## src/rtl/gpio_irq_ctrl.sv

```systemverilog
// GPIO interrupt controller: synchronises pins, detects edges, latches pending bits
// and delivers one unmasked pending pin at a time, round-robin, over valid/ready.
module gpio_irq_ctrl #(
  parameter int NUM_PINS    = 8,
  parameter int SYNC_STAGES = 2,
  localparam int ID_W       = (NUM_PINS > 1) ? $clog2(NUM_PINS) : 1,
  localparam int ARM_W      = $clog2(SYNC_STAGES + 2)
) (
  input  logic                clk,
  input  logic                rst,
  input  logic [NUM_PINS-1:0] pin_in,
  input  logic [NUM_PINS-1:0] cfg_rise_en,
  input  logic [NUM_PINS-1:0] cfg_fall_en,
  input  logic [NUM_PINS-1:0] irq_mask,
  output logic                irq_valid,
  output logic [ID_W-1:0]     irq_id,
  input  logic                irq_ready,
  output logic [NUM_PINS-1:0] pending,
  output logic [NUM_PINS-1:0] overflow,
  input  logic [NUM_PINS-1:0] ovf_clr
);

  typedef enum logic {IDLE, PRESENT} state_t;

  localparam logic [ARM_W-1:0] ARM_DONE = ARM_W'(SYNC_STAGES + 1);

  logic [NUM_PINS-1:0] sync_reg [SYNC_STAGES];
  logic [NUM_PINS-1:0] prev_reg;
  logic [ARM_W-1:0]    arm_cnt_reg;
  logic [NUM_PINS-1:0] pending_reg, pending_next;
  logic [NUM_PINS-1:0] overflow_reg, overflow_next;
  logic [ID_W-1:0]     ptr_reg, ptr_next;
  logic [ID_W-1:0]     irq_id_reg, irq_id_next;
  state_t              state_reg, state_next;

  logic                armed;
  logic [NUM_PINS-1:0] level;
  logic [NUM_PINS-1:0] edge_event;
  logic [NUM_PINS-1:0] clr_vec;
  logic [NUM_PINS-1:0] eligible;
  logic                handshake;
  logic                found_hi, found_any;
  logic [ID_W-1:0]     sel_hi, sel_any;

  genvar gi;
  generate
    for (gi = 0; gi < SYNC_STAGES; gi++) begin : g_sync
      always_ff @(posedge clk or posedge rst) begin
        if (rst) begin
          sync_reg[gi] <= '0;
        end else if (gi == 0) begin
          sync_reg[gi] <= pin_in;
        end else begin
          sync_reg[gi] <= sync_reg[(gi > 0) ? gi - 1 : 0];
        end
      end
    end
  endgenerate

  assign level     = sync_reg[SYNC_STAGES-1];
  assign armed     = (arm_cnt_reg == ARM_DONE);
  assign handshake = (state_reg == PRESENT) && irq_ready;
  assign clr_vec   = handshake ? (NUM_PINS'(1) << irq_id_reg) : '0;
  assign eligible  = pending_reg & irq_mask;

  // prev_reg keeps tracking while unarmed so a level held through reset is not an edge
  assign edge_event = armed ? (((level & ~prev_reg) & cfg_rise_en) |
                               ((~level & prev_reg) & cfg_fall_en)) : '0;

  // A handshake clear coinciding with a new edge leaves the pin pending without overflow
  assign pending_next  = (pending_reg & ~clr_vec) | edge_event;
  assign overflow_next = (overflow_reg & ~ovf_clr) |
                         (edge_event & pending_reg & ~clr_vec);

  // Round-robin pick: lowest eligible index at or above the pointer, else lowest overall
  always_comb begin
    found_hi  = 1'b0;
    found_any = 1'b0;
    sel_hi    = '0;
    sel_any   = '0;
    for (int i = NUM_PINS - 1; i >= 0; i--) begin
      if (eligible[i]) begin
        found_any = 1'b1;
        sel_any   = ID_W'(i);
        if (i >= int'(ptr_reg)) begin
          found_hi = 1'b1;
          sel_hi   = ID_W'(i);
        end
      end
    end
  end

  always_comb begin
    state_next  = state_reg;
    irq_id_next = irq_id_reg;
    ptr_next    = ptr_reg;
    case (state_reg)
      IDLE: begin
        if (found_any) begin
          irq_id_next = found_hi ? sel_hi : sel_any;
          state_next  = PRESENT;
        end
      end
      PRESENT: begin
        if (irq_ready) begin
          ptr_next   = (irq_id_reg == ID_W'(NUM_PINS - 1)) ? '0 : irq_id_reg + 1'b1;
          state_next = IDLE;
        end
      end
      default: state_next = IDLE;
    endcase
  end

  always_ff @(posedge clk or posedge rst) begin
    if (rst) begin
      prev_reg     <= '0;
      arm_cnt_reg  <= '0;
      pending_reg  <= '0;
      overflow_reg <= '0;
      ptr_reg      <= '0;
      irq_id_reg   <= '0;
      state_reg    <= IDLE;
    end else begin
      prev_reg     <= level;
      if (!armed) begin
        arm_cnt_reg <= arm_cnt_reg + 1'b1;
      end
      pending_reg  <= pending_next;
      overflow_reg <= overflow_next;
      ptr_reg      <= ptr_next;
      irq_id_reg   <= irq_id_next;
      state_reg    <= state_next;
    end
  end

  assign irq_valid = (state_reg == PRESENT);
  assign irq_id    = irq_id_reg;
  assign pending   = pending_reg;
  assign overflow  = overflow_reg;

endmodule

```

## config.mk

```make
export PLATFORM = sky130hd
export DESIGN_NAME = gpio_irq_ctrl
export DESIGN_NICKNAME = d
export VERILOG_FILES = /design/src/rtl/gpio_irq_ctrl.sv
export SDC_FILE = /design/constraint.sdc
export NUM_CORES = 1
export LEC_CHECK = 0
export BUFFER_PORTS_ARGS = -buffer_cell sky130_fd_sc_hd__buf_4
export CORE_MARGIN = 1
export CORE_UTILIZATION = 28
export DETAILED_ROUTE_END_ITERATION = 8
export RECOVER_POWER = 100
export SKIP_CTS_REPAIR_TIMING = 1
export SYNTH_ARGS = -nofsm -noshare
export SYNTH_HDL_FRONTEND = slang
export SYNTH_SLANG_ARGS = --single-unit
```

## constraint.sdc

```tcl
create_clock -name clk -period 1.9 [get_ports clk]
set_clock_uncertainty 0.15 [all_clocks]
set_input_delay 0.38 -clock clk [delete_from_list [all_inputs] [get_ports clk]]
set_output_delay 0.38 -clock clk [all_outputs]
set_load 0.02 [all_outputs]
```

Word-level counts from Yosys, hierarchy flattened. Index checks and enable logic that the tools add are counted.

RAM bits: 0. Bits in latches: 0. Memories kept: 0. Input bits: 43. Bits in read-only memories: 0. Word-level logic and storage cells: 92. Output and inout port bits: 20. Flip-flop bits (word level): 49.

Equal/unequal tests: 2. Muxes and demuxes: 51. Reductions and logical operators: 3. Add/subtract/negate cells: 2. Shifts and indexed selects: 1. Multiply operators: 0. Order comparisons: 7. Divide/modulo/power cells: 0. Bitwise gates (word level): 17.

Operators by type and width (number): $and A8 B8 Y8 (9); $mux W3 (24); $not A8 Y8 (4); $mux W1 (24); $or A8 B8 Y8 (3); $mux W8 (2); $ge A3 B3 Y1 const A (3); $shl A1 B3 Y8 const A (1); $ge A1 B3 Y1 const A (2); $ge A2 B3 Y1 const A (2); $reduce_and A2 Y1 (2); $add A3 B1 Y3 const B (1); $eq A3 B3 Y1 const B (1); $add A2 B1 Y2 const B (1); $eq A2 B2 Y1 const B (1); $pmux W1 S2 (1); $logic_and A1 B1 Y1 (1); $not A1 Y1 (1).

Logic depth before layout (Yosys ltp).
Depth in word-level cells: 17. Gate-level depth with buffers: 6. Gate-level depth less buffers: 5.

Worst setup path after synthesis. Ideal clock, no wire load.

Path kind: register -> register. From: register pending_reg[1], in the netlist pending[1]. To: register irq_id_reg[0], in the netlist irq_id[0]. Setup time: 0.139 ns. Data arrival time: 1.485 ns. Clock period less this slack: 1.774 ns. Setup slack: 0.126 ns. Stages on the path, launching flop included: 5. Data required time: 1.611 ns. Buffers on the path: 0. Cells stage by stage: dfrtp_1 > a22o_1 > or4_4 > a21oi_1 > a41oi_1.

Word-level cells in the longest chain between the ends: 5. Elaborated cells between the ends (all ways): 13. Those cells by class: 11 x mux; 1 x bitwise; 1 x reduce/logical.

Ends and longest elaborated chain: start: declaration (line 30) `logic [NUM_PINS-1:0] pending_reg, pending_next;`; start signal: assignment (line 128) `pending_reg <= pending_next;`; $and A8 B8 Y8 * (line 64) `assign eligible = pending_reg & irq_mask;`; $mux W3 or $mux W1 (tied branches) (line 82) `if (eligible[i]) begin`; $mux W3 or $mux W1 (tied branches) (line 85) `if (i >= int'(ptr_reg)) begin`; $mux W3 or $mux W1 (tied branches) (line 82); $mux W3 (line 100) `irq_id_next = found_hi ? sel_hi : sel_any;`; end signal: assignment (line 131) `irq_id_reg <= irq_id_next;`; end: declaration (line 33) `logic [ID_W-1:0] irq_id_reg, irq_id_next;`.

Mark *: on every way between the ends. The rest lies on a longest branch, timed or not. A chain may end at the register's enable or synchronous reset.

Worst setup path in the final report. Ends and elaborated chain as after synthesis.

==> results_dict.tcl <==
set metrics [dict create \
    fp.coreArea_sq_mm 0.00725 \
    areaGrowthSynthToFinish_pct 34.3 \
    pin_count 63 \
    p_per_area_mw_per_mm2 1190 \
    die_area_sq_mm 0.00782 \
    final_area_sq_mm 0.00281 \
    startpoint_type "flop" \
    p_leak_nw 1.29 \
    die_w_um 88.4 \
    worstPathArrival_ps 1760 \
    cts_max_path_buffers 2 \
    grt_antenna_before_repair 0 \
    grt_pass1_vias 1661 \
    wl_per_cell_um 13.2 \
    ys.warnings.count 0 \
    place_congestion 0.808 \
    placed_area_sq_mm 0.00274 \
    setup_tns_ps 0 \
    cts_tree "done" \
    maxCapViolCount 0 \
    synth_edf_count 0 \
    placement_rows 31 \
    preCtsSetupSlack_ps 42.0 \
    seq_area_sq_mm 0.00123 \
    path_class "reg -> reg" \
    final_nets 330 \
    critPathMaxStageDelay_ps 580 \
    fin_ws_ps 170 \
    setup_viol_count_final 0 \
    start_util 0.288 \
    ys_seq_area_frac 0.586 \
    port_buffers 62 \
    cts_max_level 2 \
    worst_pin_slew_ps 633 \
    via_per_inst 4.64 \
    cts_made_buffers 5 \
    ys.flop_type "dfrtp_1" \
    cp_top_family "simple AND/OR/NAND/NOR gates" \
    cts.sinks 49 \
    diodes 0 \
    clock_latency_ps 300 \
    path_cells "a22o_1 -> or4_4 -> a21oi_1 -> a41oi_1" \
    synthCells 202 \
    clkSlewWorstSetupHoldPaths_ps 90 \
    relSlewSlack 0.578 \
    finalWirelength_um 5010 \
    synth.distinct_cells 37 \
    maxSlewViolCount 0 \
    rsz0062_at_grt "false" \
    worstReg2RegStart "pending[1]" \
    async_flop_share 1.00 \
    dp.cells 369 \
    drive_gt1_frac 0.231 \
    status "finished clean" \
    setup.worst_path.start "pending[1]" \
    dieHeight_um 88.4 \
    grt_use_total 0.138 \
    drc 0 \
    via_count 1765 \
    synth_fp_nets 252 \
    grt_pass1_wl_um 7990 \
    drt-pass1-iter-count 4 \
    worstSetupEndpointType "flop" \
    cp_data_required_time_ps 1930 \
    root_buffer "clkbuf_8" \
    finalCritPeriodShare 0.910 \
    netlist_area_sq_mm 0.00209 \
    slowest_stage "or4_4" \
    drt_iter0_markers 71 \
    num-fill-cells 756 \
    clock.fmax_mhz 578 \
    min-delay-start "pin_in[7]" \
    gr-total-overflow 0 \
    min_period_ps 1730 \
    layout.cells.non_filler 380 \
    multiInputGateArea_sq_um 783 \
    ys_ff_latch 49 \
    dpl.hpwl_um 4010 \
    worst_hold_path_type "in -> reg" \
    avgSynthCellArea_sq_um 10.4 \
    grt_max_degree 26 \
    ant_nets 0 \
    worst-path-max-fanout 4 \
    timing.final.hold_violations 0 \
    cp_num_buf_inv 0 \
    vdd_drop_max_uv 373 \
    final_util 0.387 \
]
per-stage QoR:
stage,power [mW],hold slack [ps]
6_report,3.35,51.9
3_5_place_dp,2.72,186
5_1_grt,3.61,26.8
4_1_cts,3.50,-25.6
3_3_place_gp,2.72,182
2_1_floorplan,2.11,181
cell usage in the layout (no fill, tap or decap), types with 2 or more instances in the layout:
cell	instances
dlygate4sd3_1	3
o21ai_0	15
inv_1	17
nor2_1	6
clkbuf_8	6
o31ai_1	5
buf_4	41
o22ai_1	9
a22o_1	2
clkbuf_4	9
ha_1	7
nand2_1	46
clkbuf_2	2
nand3b_1	9
nand3_1	3
a21oi_1	5
dfrtp_1	49
a32oi_1	3
clkbuf_1	20
per-layer routing:
metal	global-route usage	share of wire	vias to the layer above
li1	-	-	857
met2	0.215	0.48	51
met5	0	0	-
met4	0.0396	0.0042	0
met1	0.184	0.46	855
met3	0.0429	0.052	2
logic make-up (layout without fill, tap and decap cells):
kind of cell / count (synthesis) / after routing / share of synthesized area
simple gates: 72 / 72 / 0.160
mux: 1 / 1 / 0.00539
fa+ha+maj: 7 / 7 / 0.0419
compound gates: 51 / 51 / 0.163
xor+xnor: 1 / 1 / 0.00419
flops: 49 / 49 / 0.586
buf+inv: 21 / 100 / 0.0389
power breakdown:
| part | internal (mW) | total [mW] | leakage (nW) | switching (mW) |
|---|---|---|---|---|
| Combinational | 0.455 | 1.15 | 0.670 | 0.699 |
| Clock | 0.428 | 0.778 | 0.0574 | 0.350 |
| Sequential | 1.23 | 1.42 | 0.558 | 0.194 |
| Total | 2.11 | 3.35 | 1.29 | 1.24 |
cells in the mapped netlist, drive strengths merged, types with 2 or more instances:
library cell   n  area, sq um
a21oi          5         25.0
a22o           4         45.1
a32oi          3         26.3
buf            2         10.0
clkbuf         2         7.51
dfrtp         49         1230
ha             7         87.6
inv           17         63.8
nand2         47          179
nand3          3         15.0
nand3b         9         67.6
nor2           6         22.5
o21ai         16         80.1
o22ai          9         56.3
o31ai          5         37.5
worst paths after layout:
check	to	slack, ps	cells after the start
max	irq_id[0]	170	4
min in group asynchronous	overflow[5]	650	4
min	sync_reg[15]	50	1
min reg2reg	level[1]	200	0
max in group asynchronous	prev_reg[2]	520	4
max reg2reg	irq_id[0]	170	4
area by class of cell:
type | instances | area share
Timing Repair Buffer | 75 | 0.175
Multi-Input combinational cell | 132 | 0.279
Sequential cell | 49 | 0.437
Inverter | 17 | 0.0227
Clock buffer | 6 | 0.0294
Tap cell | 99 | 0.0441
Clock inverter | 2 | 0.0134
(Power assumes the default switching activity.)
